File: config.mk
export PLATFORM = sky130hd
export DESIGN_NAME = uart_tx_fifo_ser
export DESIGN_NICKNAME = d
export VERILOG_FILES = /design/src/rtl/uart_tx_fifo_ser.sv
export SDC_FILE = /design/constraint.sdc
export NUM_CORES = 1
export LEC_CHECK = 0
export CORE_MARGIN = 3
export CORE_UTILIZATION = 55
export DETAILED_ROUTE_END_ITERATION = 10
export PLACE_DENSITY = 0.82
export SYNTH_ARGS = -nofsm -noshare
export SYNTH_HDL_FRONTEND = slang
export SYNTH_SLANG_ARGS = --single-unit
File: constraint.sdc
create_clock -name clk -period 4.2 [get_ports clk]
set_input_delay 1.05 -clock clk [delete_from_list [all_inputs] [get_ports clk]]
set_output_delay 1.05 -clock clk [all_outputs]
set_load 0.02 [all_outputs]
File: src/rtl/uart_tx_fifo_ser.sv
// uart_tx_fifo_ser: 8N1 UART transmitter with a 16-entry write-side FIFO.
// A bus master pushes bytes with we/di. The serialiser pops them in order
// and shifts each one out LSB first on txd, sending frames back-to-back
// while the FIFO has data.
//
// Handshake: we is a push request. It is accepted on a rising edge only when
// full_flag is low. A push while full is silently dropped, and there is no
// other backpressure. full_flag is registered, so a pop in the same cycle
// does not make room for that push.
module uart_tx_fifo_ser #(
  parameter int DIV      = 434,
  parameter int FIFO_AW  = 4,
  parameter int AF_LEVEL = 12
) (
  input  logic               clk,
  input  logic               rst,
  input  logic [7:0]         di,
  input  logic               we,
  output logic               txd,
  output logic               busy,
  output logic [FIFO_AW:0]   count,
  output logic               empty_flag,
  output logic               afull_flag,
  output logic               full_flag,
  output logic [1:0]         fsm_state
);

  localparam int DEPTH = 1 << FIFO_AW;
  localparam int CNT_W = FIFO_AW + 1;

  typedef enum logic [1:0] {
    IDLE  = 2'd0,
    START = 2'd1,
    DATA  = 2'd2,
    STOP  = 2'd3
  } state_t;

  // FIFO storage and pointers
  logic [7:0]         mem [DEPTH];
  logic [FIFO_AW-1:0] wr_ptr;
  logic [FIFO_AW-1:0] rd_ptr;
  logic [CNT_W-1:0]   count_d;
  logic               push;
  logic               pop;

  // Serialiser state
  state_t      state;
  state_t      state_d;
  logic [15:0] timer;
  logic [15:0] timer_d;
  logic [2:0]  bit_idx;
  logic [2:0]  bit_idx_d;
  logic [7:0]  shift;
  logic [7:0]  shift_d;
  logic        txd_d;
  logic        bit_last;

  assign push      = we && !full_flag;
  assign bit_last  = (timer == 16'(DIV - 1));
  assign busy      = (state != IDLE);
  assign fsm_state = state;

  // FIFO RAM write port; contents need no reset because the pointers define validity
  always_ff @(posedge clk) begin
    if (!rst && push) begin
      mem[wr_ptr] <= di;
    end
  end

  // Occupancy for the next cycle; flags are derived from it so they move with count
  always_comb begin
    count_d = count;
    case ({push, pop})
      2'b10:   count_d = count + CNT_W'(1);
      2'b01:   count_d = count - CNT_W'(1);
      default: count_d = count;
    endcase
  end

  // Serialiser next-state logic; txd is computed here and registered, so it is glitch-free
  always_comb begin
    state_d   = state;
    timer_d   = timer + 16'd1;
    bit_idx_d = bit_idx;
    shift_d   = shift;
    txd_d     = txd;
    pop       = 1'b0;
    case (state)
      IDLE: begin
        timer_d = 16'd0;
        txd_d   = 1'b1;
        if (!empty_flag) begin
          pop     = 1'b1;
          shift_d = mem[rd_ptr];
          state_d = START;
          txd_d   = 1'b0;
        end
      end
      START: begin
        if (bit_last) begin
          timer_d   = 16'd0;
          bit_idx_d = 3'd0;
          state_d   = DATA;
          txd_d     = shift[0];
        end
      end
      DATA: begin
        if (bit_last) begin
          timer_d = 16'd0;
          shift_d = {1'b0, shift[7:1]};
          if (bit_idx == 3'd7) begin
            state_d = STOP;
            txd_d   = 1'b1;
          end else begin
            bit_idx_d = bit_idx + 3'd1;
            txd_d     = shift[1];
          end
        end
      end
      STOP: begin
        if (bit_last) begin
          timer_d = 16'd0;
          if (!empty_flag) begin
            // Back-to-back frame: reload straight into START with no idle gap
            pop     = 1'b1;
            shift_d = mem[rd_ptr];
            state_d = START;
            txd_d   = 1'b0;
          end else begin
            state_d = IDLE;
            txd_d   = 1'b1;
          end
        end
      end
      default: begin
        state_d = IDLE;
        timer_d = 16'd0;
        txd_d   = 1'b1;
      end
    endcase
  end

  // State, pointer, count and flag registers with synchronous reset
  always_ff @(posedge clk) begin
    if (rst) begin
      state      <= IDLE;
      timer      <= 16'd0;
      bit_idx    <= 3'd0;
      shift      <= 8'd0;
      txd        <= 1'b1;
      wr_ptr     <= '0;
      rd_ptr     <= '0;
      count      <= '0;
      empty_flag <= 1'b1;
      afull_flag <= 1'b0;
      full_flag  <= 1'b0;
    end else begin
      state      <= state_d;
      timer      <= timer_d;
      bit_idx    <= bit_idx_d;
      shift      <= shift_d;
      txd        <= txd_d;
      if (push) begin
        wr_ptr <= wr_ptr + FIFO_AW'(1);
      end
      if (pop) begin
        rd_ptr <= rd_ptr + FIFO_AW'(1);
      end
      count      <= count_d;
      empty_flag <= (count_d == '0);
      afull_flag <= (count_d >= CNT_W'(AF_LEVEL));
      full_flag  <= (count_d == CNT_W'(DEPTH));
    end
  end

endmodule

# Yosys cells after proc, flatten, opt, wreduce, memory -nomap -nowiden
# Memory sizes are Yosys's and may differ from the RTL's. A register that Yosys moved wholly into a read port is not among the register bits.
# Cells that the tools add are included.
[word_totals]
ramBits = 128
ff_bits = 46
out_inout_bits = 12
memories = 1
[op_classes]
n_addsub = 6
order_cmp = 1
n_eq_ne = 14
mux = 31
reduce_logical = 14
[mem_list]
columns = ["name", "depth", "width", "rd", "rd_ports_with_merged_regs", "wr", "line_no", "rtl"]
rows = [
  ["mem", 16, 8, 1, 1, 1, "39", "logic [7:0] mem [DEPTH];"],
]
[op_table]
columns = ["cell", "n"]
rows = [
  ["case mux 16 bit (2 select lines)", 1],
  ["two-way mux 8 bit", 3],
  ["case mux 8 bit (3 select lines)", 1],
  ["adder 16 x 1 -> 16 bit (second input constant)", 1],
  ["== test 16 x 9 -> 1 bit (second input constant)", 1],
  ["two-way mux 16 bit", 1],
  ["!= test 2 bit (second input constant)", 6],
  ["two-way mux 1 bit", 10],
  ["two-way mux 2 bit", 5],
  ["case mux 5 bit (2 select lines)", 1],
  ["two-way mux 3 bit", 3],
  ["adder 4 x 1 -> 4 bit (second input constant)", 2],
  ["two-way mux 4 bit", 2],
  ["case mux 2 bit (4 select lines)", 1],
  ["== test 2 bit (second input constant)", 3],
  ["case mux 3 bit (2 select lines)", 1],
  ["AND reduction 3 bit", 2],
  ["adder 5 x 1 -> 5 bit (second input constant)", 1],
  ["== test 5 bit (second input constant)", 1],
  [">= comparator 5 x 4 -> 1 bit (second input constant)", 1],
  ["zero test 5 bit", 1],
  ["AND reduction 5 bit", 1],
  ["subtractor 5 x 1 -> 5 bit (second input constant)", 1],
  ["== test 2 x 1 -> 1 bit (second input constant)", 2],
  ["11 further kinds", 14],
]

# Depth between registers and ports, before layout
# Gate-level depths: netlist of run 1.
[depth]
ltp_word = 6
depth_mapped = 14
depth_no_buf = 14

# Least setup slack after synthesis of run 1
# Ideal clock, no wire load.
[synth_timing]
kind = "input to register"
start = "in we"
end = "reg afull_flag"
required_ns = 4.124
t_arrival_ns = 3.218
path_slack_ns = 0.907
setup_time_ns = 0.076
stages = 13
cell_sequence = "nor2b_1 -> clkbuf_1 -> nor3_1 -> o21ai_0 -> xnor2_1 -> ha_1 -> a21oi_1 -> a211oi_1 -> a31oi_1 -> o311ai_1 -> xnor2_1 -> or2_2 -> o22ai_1"
[synth_via]
elab_chain_cells = 4
word_cells_on_any_way = 5
classes_between = "order compare: 1; eq/ne: 2; mux: 1; reduce/logical: 1"
[synth_lines]
columns = ["element", "line_no", "rtl"]
rows = [
  ["start: declaration", "18", "input logic we,"],
  ["logical AND 1 bit *", "58", "assign push = we && !full_flag;"],
  ["== test 2 x 1 -> 1 bit or == test 2 bit (tied branches)", "73", "case ({push, pop})"],
  ["case mux 5 bit (2 select lines) *", "73", ""],
  [">= comparator 5 x 4 -> 1 bit *", "171", "afull_flag <= (count_d >= CNT_W'(AF_LEVEL));"],
  ["end signal: assignment", "171", ""],
  ["end: declaration", "23", "output logic afull_flag,"],
]
# Mark *: on every way between the ends. The rest lies on a longest branch, timed or not.
# A chain may end at the register's enable or synchronous reset.

# Worst setup path in the final report of run 1
[layout_timing]
start = "reg state[1] (netlist: fsm_state[1])"
end = "reg afull_flag"
[layout_via]
elab_chain_cells = 5
word_cells_on_any_way = 7
classes_between = "order compare: 1; eq/ne: 3; mux: 2; reduce/logical: 1"
[layout_lines]
columns = ["element", "line_no", "rtl"]
rows = [
  ["start: declaration", "47", "state_t state;"],
  ["start signal: assignment", "158", "state <= state_d;"],
  ["== test 2 bit or zero test 2 bit (tied branches)", "88", "case (state)"],
  ["case mux 1 bit (2 select lines) *", "88", ""],
  ["== test 2 x 1 -> 1 bit or == test 2 bit (tied branches)", "73", ""],
  ["case mux 5 bit (2 select lines) *", "73", ""],
  [">= comparator 5 x 4 -> 1 bit *", "171", ""],
]
# Marks and branches as above.

==> flow_summary_export.csv, run 1 <==
group,metric,value,unit
critical_path,ff2ff_setup_slack,0.72,ns
timing,rsz0062_at_grt,"no",
critical_path,worstPathMaxFanout,6,
final_layout,area_growth,13.4,%
place,hpwl,9.23,mm
timing,setup_tns,0,ns
drt,post-route-drc-count,0,
global_routing,grt_pass1_vias,4136,
global_routing,track_usage,0.206,
clock_tree,cts.clk_slew.worst_paths,0.07,ns
critical_path,r2r-start,"fsm_state[1]",
drt,wl,14.1,mm
clock_tree,clockBufferDepth,2,
clock_tree,cts_tree,"built",
drt,drt_iter0_drc,450,
logic_synthesis,syn_inst,486,
critical_path,worstSetupStartpointType,"register",
logic_synthesis,synthDistinctLibCells,50,
place,portBuffers,22,
floorplanning,die_w,122,um
floorplanning,rows,41,
global_routing,grt_pass1_wl,22.5,mm
final_layout,drive_gt1_frac,0.165,
timing,tightest_slew,0.953,ns
floorplanning,core_area,0.0128,mm^2
clock_tree,cts-buffers-inserted,17,
power_and_ir_drop,p_per_area,568,mW/mm^2
critical_path,cp.arrival,3.84,ns
logic_synthesis,syn_area_per_cell,15.1,um^2
critical_path,required,4.56,ns
clock_tree,clk_latency,0.44,ns
drt,vias_per_cell,5.87,
timing,hold_violations,0,
clock_tree,cts_resized,0,
global_routing,grt_max_degree,30,
final_layout,final_cell_mix,"128 x edfxtp_1, 74 x nor2_1, 49 x dfxtp_1",
timing,timing.final.ws_setup,0.724,ns
critical_path,r2r_cells,13,
flow_run,max-cap-violations,0,
drt,wl_per_cell,20.1,um
critical_path,cpLargestDelayFamily,"simple AND/OR/NAND/NOR gates",
global_routing,grt_overflow,0,
floorplanning,pin_count,23,
power_and_ir_drop,peakVddDrop,416,uV
logic_synthesis,synth_flop_cell,"edfxtp_1",
final_layout,diodes,0,
drt,vias,4096,
timing,drv_slew,0,
clock_tree,cts-hold-fix-buffers,0,
critical_path,r2r_end,"afull_flag",
critical_path,slowest_stage,"nor4bb_1",
logic_synthesis,yosysWarnings,0,
power_and_ir_drop,power,4740,uW
hold_path,hold_path_class,"reg2reg",
place,place_ws,0.420,ns
floorplanning,die-area,0.0148,mm^2
run_status,status,"complete, no violations",
timing,fin_crit_sh,0.828,
hold_path,min_path_cells,1,
final_layout,final_common_cell,"edfxtp_1",
critical_path,critPathCaptureType,"register",
timing,finalSetupViolations,0,
logic_synthesis,synth_seq_cells,178,
critical_path,slowest_delay,0.48,ns
logic_synthesis,synth_nets,513,
timing,clock_skew,0.0143,ns
timing,fmax,288,MHz
clock_tree,cts.sink_count,178,
floorplanning,start_util,0.573,
power_and_ir_drop,leakagePower,0.00274,uW
logic_synthesis,synth-edff-count,128,
place,gp_congestion,0.796,
logic_synthesis,netlist_area,0.00735,mm^2
clock_tree,cts_setup_buffers,0,
critical_path,crit_chain,"ha_1 -> nor4bb_1 -> and4b_1 -> o21ai_0 -> xnor2_1 -> ha_1 -> a21oi_1 -> a211oi_1 -> a31oi_1 -> o311ai_1 -> xnor2_1 -> or2_2 -> o22ai_1",
floorplanning,die_y,122,um
drt,antenna_left,0,
clock_tree,cts_htree_levels,4,
timing,fin_crit,3.48,ns
hold_path,whs_endpoint,"timer[0]",
critical_path,cp_num_buf_inv,0,
drt,firstDrtPassIters,5,
timing,relSlewSlack,0.362,
logic_synthesis,ys_seq_area_frac,0.659,
clock_tree,cts_root_buffer,"clkbuf_16",
critical_path,crit_type,"reg2reg",
global_routing,antenna_found_initial,0,
hold_path,hold_start,"timer[0]",
final_layout,layout.nets,540,
logic_synthesis,async_flop_share,0,
==> flip-flops by register name (all words and copies together) (netlist names), named ones only <==
register    cells
afull_flag      1
wr_ptr          4
empty_flag      1
full_flag       1
fsm_state       2
mem           128
rd_ptr          4
shift           8
txd             1
bit_idx         3
count           5
timer          16
==> worst max-delay path by stage <==
stage,start,end,slack [ns],cells after the start
after global placement,we,afull_flag,0.50,10
final,fsm_state[1],afull_flag,0.72,13
after floorplan,we,afull_flag,0.91,13
after detailed placement,we,afull_flag,0.42,10
after global routing,fsm_state[1],afull_flag,0.45,13
after CTS,fsm_state[1],afull_flag,0.73,13
==> report_power, final <==
group,switching (uW),internal (uW)
Clock,727,845
Sequential,118,1980
Combinational,583,485
==> per-layer routing <==
metal	GRT usage	vias up	share of wire
met2	0.346	98	0.51
met4	0.0791	0	0.022
met5	0	-	0
li1	-	1889	-
met1	0.260	2086	0.42
met3	0.0539	23	0.045
==> synth_stat cells (5+ instances only) <==
cell type / count / area [um^2]
a211oi_1: 8 / 60.1
a21oi_1: 15 / 75.1
and3_1: 5 / 31.3
clkbuf_1: 15 / 56.3
dfxtp_1: 50 / 1000
edfxtp_1: 128 / 3840
ha_1: 16 / 200
inv_1: 10 / 37.5
mux4_2: 40 / 901
nand2_1: 28 / 105
nand3_1: 5 / 25.0
nor2_1: 74 / 278
nor2b_1: 7 / 43.8
nor3_1: 5 / 25.0
xnor2_1: 10 / 87.6
xor2_1: 15 / 131
==> kinds of logic (layout without fill, tap and decap cells) <==
| kind of cell | after synthesis | after routing | synth area share |
|---|---|---|---|
| compound gates | 45 | 45 | 0.0413 |
| xor+xnor | 25 | 25 | 0.0298 |
| fa+ha+maj | 16 | 16 | 0.0272 |
| buf+inv | 30 | 70 | 0.0158 |
| flops | 178 | 178 | 0.659 |
| mux | 44 | 44 | 0.128 |
| simple gates | 148 | 148 | 0.0992 |
==> cell type report <==
type | count | area, um^2
Sequential cell | 178 | 4850
Fill cell | 888 | 4480
Multi-Input combinational cell | 278 | 2390
Clock buffer | 17 | 425
Timing Repair Buffer | 27 | 258
Tap cell | 172 | 215
Clock inverter | 15 | 163
Inverter | 11 | 41.3
==> worst reg2reg max path, delay by kind of cell, from the launching register on <==
family,cells,cell delay [ns]
AND/OR/NAND/NOR,3,1.10
AO/OA/AOI/OAI,6,1.04
adder cells (fa/ha/maj),2,0.47
flip-flops,1,0.43
XOR/XNOR,2,0.36
==> through the flow <==
| stage | instances | utilization | instance area, um^2 | hold slack, ns |
|---|---|---|---|---|
| 2_1_floorplan | 486 | - | 7350 | 0.441 |
| 3_3_place_gp | 666 | 0.605 | 7750 | 0.456 |
| 3_5_place_dp | 666 | 0.605 | 7750 | 0.470 |
| 4_1_cts | 698 | 0.650 | 8340 | 0.486 |
| 5_1_grt | 698 | 0.650 | 8340 | 0.519 |
| 6_report | 698 | 0.650 | 8340 | 0.481 |
Power figures use the tool's default switching activity.
==> run 2: changes to the inputs <==
- PLACE_DENSITY: 0.82 -> 0.84
- clock period: 4.2 -> 3.06 ns (I/O delays scaled with it)
==> flow_summary_export.csv, run 2 (synthesis results as in run 1) <==
group,metric,value,unit
timing,drv_slew,0,
drt,wl,14.9,mm
power_and_ir_drop,p_per_area,777,mW/mm^2
timing,fin_crit_sh,0.953,
drt,vias,4292,
critical_path,cp_common_cell,"xnor2_1",
final_layout,layout.nets,567,
critical_path,critPathCaptureType,"register",
final_layout,final_common_cell,"edfxtp_1",
power_and_ir_drop,clkPwrFrac,0.321,
final_layout,diodes,0,
floorplanning,pin_count,23,
power_and_ir_drop,power,6710,uW
final_layout,reg_top3,"mem (128), timer (16), shift (8)",
clock_tree,clk_latency,0.43,ns
timing,finalSetupViolations,0,
clock_tree,clockBufferDepth,2,
clock_tree,cts-buffers-inserted,17,
drt,wl_per_cell,20.6,um
final_layout,final_area,0.00864,mm^2
power_and_ir_drop,combPwrFrac,0.247,
timing,relSlewSlack,0.529,
power_and_ir_drop,peakVddDrop,512,uV
drt,antenna_left,0,
clock_tree,cts_htree_levels,4,
critical_path,worstPathMaxFanout,4,
critical_path,slowest_stage,"or4_4",
drt,firstDrtPassIters,5,
final_layout,area_growth,17.4,%
critical_path,cp.arrival,3.27,ns
floorplanning,die_w,122,um
clock_tree,cts-hold-fix-buffers,0,
floorplanning,die-area,0.0148,mm^2
global_routing,track_usage,0.218,
critical_path,required,3.41,ns
timing,hold_violations,0,
final_layout,largest_register_ffs,128,
floorplanning,rows,41,
power_and_ir_drop,leakagePower,0.00289,uW
clock_tree,cts.sink_count,178,
timing,fmax,343,MHz
drt,vias_per_cell,5.92,
global_routing,antenna_found_initial,0,
drt,drt_iter0_drc,463,
final_layout,n_fill_cell,812,
place,gp_congestion,0.871,
run_status,status,"complete, no violations",
final_layout,drive_gt1_frac,0.226,
global_routing,grt_overflow,0,
critical_path,cp_num_buf_inv,0,
hold_path,hold_path_class,"reg2reg",
place,dpl_cell_area,0.00796,mm^2
final_layout,final_cell_mix,"128 x edfxtp_1, 74 x nor2_1, 46 x dfxtp_1",
place,portBuffers,22,
timing,clock_skew,0.0101,ns
timing,fin_crit,2.92,ns
drt,post-route-drc-count,0,
critical_path,cpLargestDelayFamily,"simple AND/OR/NAND/NOR gates",
critical_path,worstSetupStartpointType,"register",
final_layout,largest_register,"mem",
clock_tree,cts.clk_slew.worst_paths,0.07,ns
place,hpwl,9.46,mm
critical_path,slowest_delay,0.56,ns
power_and_ir_drop,swShare,0.303,
power_and_ir_drop,pwr-share-seq,0.432,
clock_tree,cts_tree,"built",
global_routing,grt_max_degree,30,
critical_path,crit_chain,"or4_4 -> and4b_1 -> o21ai_1 -> xnor2_1 -> ha_1 -> a21oi_2 -> or4_1 -> o311ai_1 -> xnor2_1 -> or2_2 -> o22ai_1",
global_routing,grt_pass1_vias,4340,
global_routing,grt_pass1_wl,23.7,mm
timing,tightest_slew,0.706,ns
power_and_ir_drop,switchingPower,2030,uW
flow_run,max-cap-violations,0,
critical_path,crit_type,"reg2reg",
floorplanning,core_area,0.0128,mm^2
power_and_ir_drop,p_int,4680,uW
floorplanning,start_util,0.573,
floorplanning,die_y,122,um
clock_tree,cts_root_buffer,"clkbuf_16",
run 2: cell types whose count changed in the layout (fill, tap and decap cells not counted), moves of 2 or more:
cell     change
nor3_1       -2
a21oi_1      -2
buf_4       +26
nor3_2       +2
ha_4         +2
dfxtp_1      -3
dfxtp_4      +2
a21oi_2      +2
ha_1         -2
run 2: through the flow:
step / cells / TNS (ns) / utilization / hold WS, ns / worst slack [ns]
2_1_floorplan: 486 / 0 / - / 0.441 / 0.0219
4_1_cts: 723 / 0 / 0.667 / 0.510 / 0.0289
5_1_grt: 725 / -0.0162 / 0.673 / 0.486 / -0.0162
6_report: 725 / 0 / 0.673 / 0.468 / 0.145
3_3_place_gp: 691 / -0.469 / 0.621 / 0.458 / -0.175
3_5_place_dp: 691 / -1.18 / 0.621 / 0.477 / -0.313
run 2: area by class of cell:
class	count	area [um^2]	area share
timing repair buffer	54	473	0.0548
tap	172	215	0.0249
inverter	11	41.3	0.00478
sequential	178	4850	0.562
clock inverter	15	170	0.0197
clock buffer	17	425	0.0493
multi-input combinational	278	2460	0.285
run 2: repair_timing:
| action | 4_1_cts | 5_1_grt |
|---|---|---|
| setup endpoints to repair | 1 | 5 |
| pin swaps | 0 | 5 |
| endpoints found under the hold margin | 0 | 0 |
| resized for setup | 1 | 15 |
| buffers inserted | 0 | 2 |
run 2: final timing paths:
path / startpoint / to / slack, ns / depth (start not counted)
worst max-delay path: timer[14] / afull_flag / 0.14 / 11
worst min register to register: timer[0] / timer[0] / 0.47 / 1
worst max register to register: timer[14] / afull_flag / 0.14 / 11
worst min-delay path: timer[0] / timer[0] / 0.47 / 1
run 2: metal layers:
metal | global-route usage | vias to the layer above | share of wire
met4 | 0.0798 | 0 | 0.021
met5 | 0 | - | 0
met1 | 0.288 | 2136 | 0.40
li1 | - | 1945 | -
met2 | 0.363 | 177 | 0.51
met3 | 0.0427 | 34 | 0.068
run 2: power by group through the flow:
stage / clock (uW) / combinational, uW / sequential (uW)
2_1_floorplan: 0 / 1050 / 2930
5_1_grt: 2270 / 1800 / 2920
3_3_place_gp: 0 / 1510 / 2920
6_report: 2160 / 1660 / 2900
4_1_cts: 2180 / 1590 / 2890
3_5_place_dp: 0 / 1560 / 2940
==> run 3: changes to the inputs <==
==> constraint.sdc (replaced) <==
create_clock -name clk -period 3.06 [get_ports clk]
set_input_delay 0.459 -clock clk [delete_from_list [all_inputs] [get_ports clk]]
set_output_delay 0.459 -clock clk [all_outputs]
set_load 0.02 [all_outputs]
==> flow_summary_export.csv, run 3 (synthesis results as in run 1) <==
group,metric,value,unit
run_status,status,"complete, no violations",
critical_path,cp.arrival,3.34,ns
critical_path,required,3.38,ns
drt,firstDrtPassIters,5,
drt,wl_per_cell,22.1,um
clock_tree,cts-buffers-inserted,17,
floorplanning,die_w,122,um
power_and_ir_drop,clkPwrFrac,0.337,
critical_path,r2r_cells,14,
clock_tree,cts.sink_count,178,
final_layout,area_growth,18.0,%
critical_path,r2r-start,"fsm_state[1]",
timing,clock_skew,0.00897,ns
final_layout,final_util,0.677,
critical_path,critPathCaptureType,"register",
timing,drv_slew,0,
critical_path,ff2ff_setup_slack,0.04,ns
clock_tree,clockBufferDepth,2,
drt,drt_iter0_drc,469,
timing,relSlewSlack,0.507,
drt,vias,4365,
final_layout,reg_top3,"mem (128), timer (16), shift (8)",
final_layout,final_common_cell,"edfxtp_1",
final_layout,drive_gt1_frac,0.228,
clock_tree,cts_tree,"built",
floorplanning,rows,41,
global_routing,track_usage,0.224,
timing,finalSetupViolations,0,
place,placed_cells,688,
hold_path,whs_endpoint,"timer[0]",
global_routing,grt_pass1_vias,4405,
final_layout,largest_register,"mem",
power_and_ir_drop,switchingPower,2020,uW
hold_path,hold_start,"timer[0]",
floorplanning,start_util,0.573,
final_layout,final_cell_mix,"128 x edfxtp_1, 74 x nor2_1, 45 x dfxtp_1",
final_layout,multiInputGateArea,0.00247,mm^2
floorplanning,die_y,122,um
timing,tightest_slew,0.738,ns
global_routing,grt_max_degree,30,
drt,post-route-drc-count,0,
timing,fin_crit,3.02,ns
drt,wl,16.0,mm
final_layout,layout.nets,566,
final_layout,largest_register_ffs,128,
floorplanning,pin_count,23,
clock_tree,clk_latency,0.43,ns
clock_tree,cts_root_buffer,"clkbuf_16",
timing,setup_tns,0,ns
global_routing,grt_overflow,0,
drt,vias_per_cell,6.03,
place,gp_congestion,0.854,
final_layout,diodes,0,
power_and_ir_drop,power,6900,uW
place,portBuffers,22,
hold_path,min_path_cells,1,
clock_tree,cts_htree_levels,4,
power_and_ir_drop,p_int,4880,uW
final_layout,final_cells,724,
final_layout,n_fill_cell,808,
final_layout,layout.area.seq,0.00486,mm^2
timing,fin_crit_sh,0.988,
clock_tree,cts-hold-fix-buffers,0,
power_and_ir_drop,peakVddDrop,444,uV
critical_path,r2r_end,"full_flag",
power_and_ir_drop,leakagePower,0.00290,uW
drt,antenna_left,0,
global_routing,antenna_found_initial,0,
power_and_ir_drop,pwr-share-seq,0.420,
critical_path,worstPathMaxFanout,9,
clock_tree,cts.clk_slew.worst_paths,0.07,ns
floorplanning,core_area,0.0128,mm^2
flow_run,max-cap-violations,0,
critical_path,worstSetupStartpointType,"register",
place,hpwl,9.54,mm
global_routing,grt_pass1_wl,24.4,mm
timing,fmax,331,MHz
critical_path,crit_type,"reg2reg",
power_and_ir_drop,p_per_area,795,mW/mm^2
timing,hold_violations,0,
hold_path,hold_path_class,"reg2reg",
power_and_ir_drop,combPwrFrac,0.244,
power_and_ir_drop,swShare,0.293,
floorplanning,die-area,0.0148,mm^2
run 3: changes by cell type in the layout (fill, tap and decap cells not counted), sizes merged:
cell / previous run / this run
bufinv: 1 / 4
clkbuf: 17 / 19
inv: 17 / 15
clkinvlp: 3 / 2
clkinv: 5 / 3
buf: 32 / 31
run 3: per-stage QoR:
| stage | setup slack (ns) | cell area, um^2 | hold WS, ns |
|---|---|---|---|
| 2_1_floorplan | 0.0219 | 7360 | 0.441 |
| 3_3_place_gp | 0.127 | 7940 | 0.453 |
| 3_5_place_dp | -0.0371 | 7940 | 0.482 |
| 4_1_cts | 0.0365 | 8570 | 0.498 |
| 5_1_grt | -0.109 | 8680 | 0.475 |
| 6_report | 0.0365 | 8680 | 0.454 |
run 3: worst max-delay path by stage:
stage,depth (start not counted),end,from,slack [ns]
global route,14,full_flag,fsm_state[1],-0.11
detailed placement,13,afull_flag,we,-0.04
CTS,12,afull_flag,fsm_state[1],0.04
finish,14,full_flag,fsm_state[1],0.04
global placement,13,afull_flag,we,0.13
floorplan,13,afull_flag,fsm_state[1],0.02
run 3: what timing repair did:
item / in CTS / in global routing
resized for setup: 1 / 21
pin swaps: 0 / 6
endpoints found under the setup margin: 1 / 5
hold endpoints to repair: 0 / 0
buffers inserted: 0 / 4
run 3: power groups by stage:
stage,clock (uW),sequential (uW),combinational (uW)
6_report,2320,2900,1680
5_1_grt,2420,2920,1810
4_1_cts,2350,2870,1590
3_5_place_dp,0,2920,1550
3_3_place_gp,0,2910,1490
2_1_floorplan,0,2930,1050
run 3: routing by layer:
metal  vias up  part of all wire  track usage
met2       162              0.53        0.384
li1       1943                 -            -
met5         -                 0            0
met4         0             0.022       0.0875
met1      2230              0.39        0.276
met3        30             0.055       0.0557
run 3: critical path, stage by stage (launching register included):
cell      delay, ns
dfxtp_4        0.39
ha_4           0.17
nor4bb_4       0.30
buf_4          0.17
nand4b_4       0.15
a21boi_4       0.22
ha_2           0.31
buf_4          0.19
nor3_2         0.17
nand4_1        0.14
a21oi_2        0.15
a211oi_2       0.07
xor2_1         0.23
nor2_1         0.09
and3_1         0.17
run 3: final cells by class:
| cell class | instances | share of cell area |
|---|---|---|
| tap | 172 | 0.0248 |
| timing repair buffer | 53 | 0.0536 |
| clock buffer | 19 | 0.0499 |
| multi-input combinational | 278 | 0.285 |
| clock inverter | 13 | 0.0229 |
| sequential | 178 | 0.559 |
| inverter | 11 | 0.00476 |
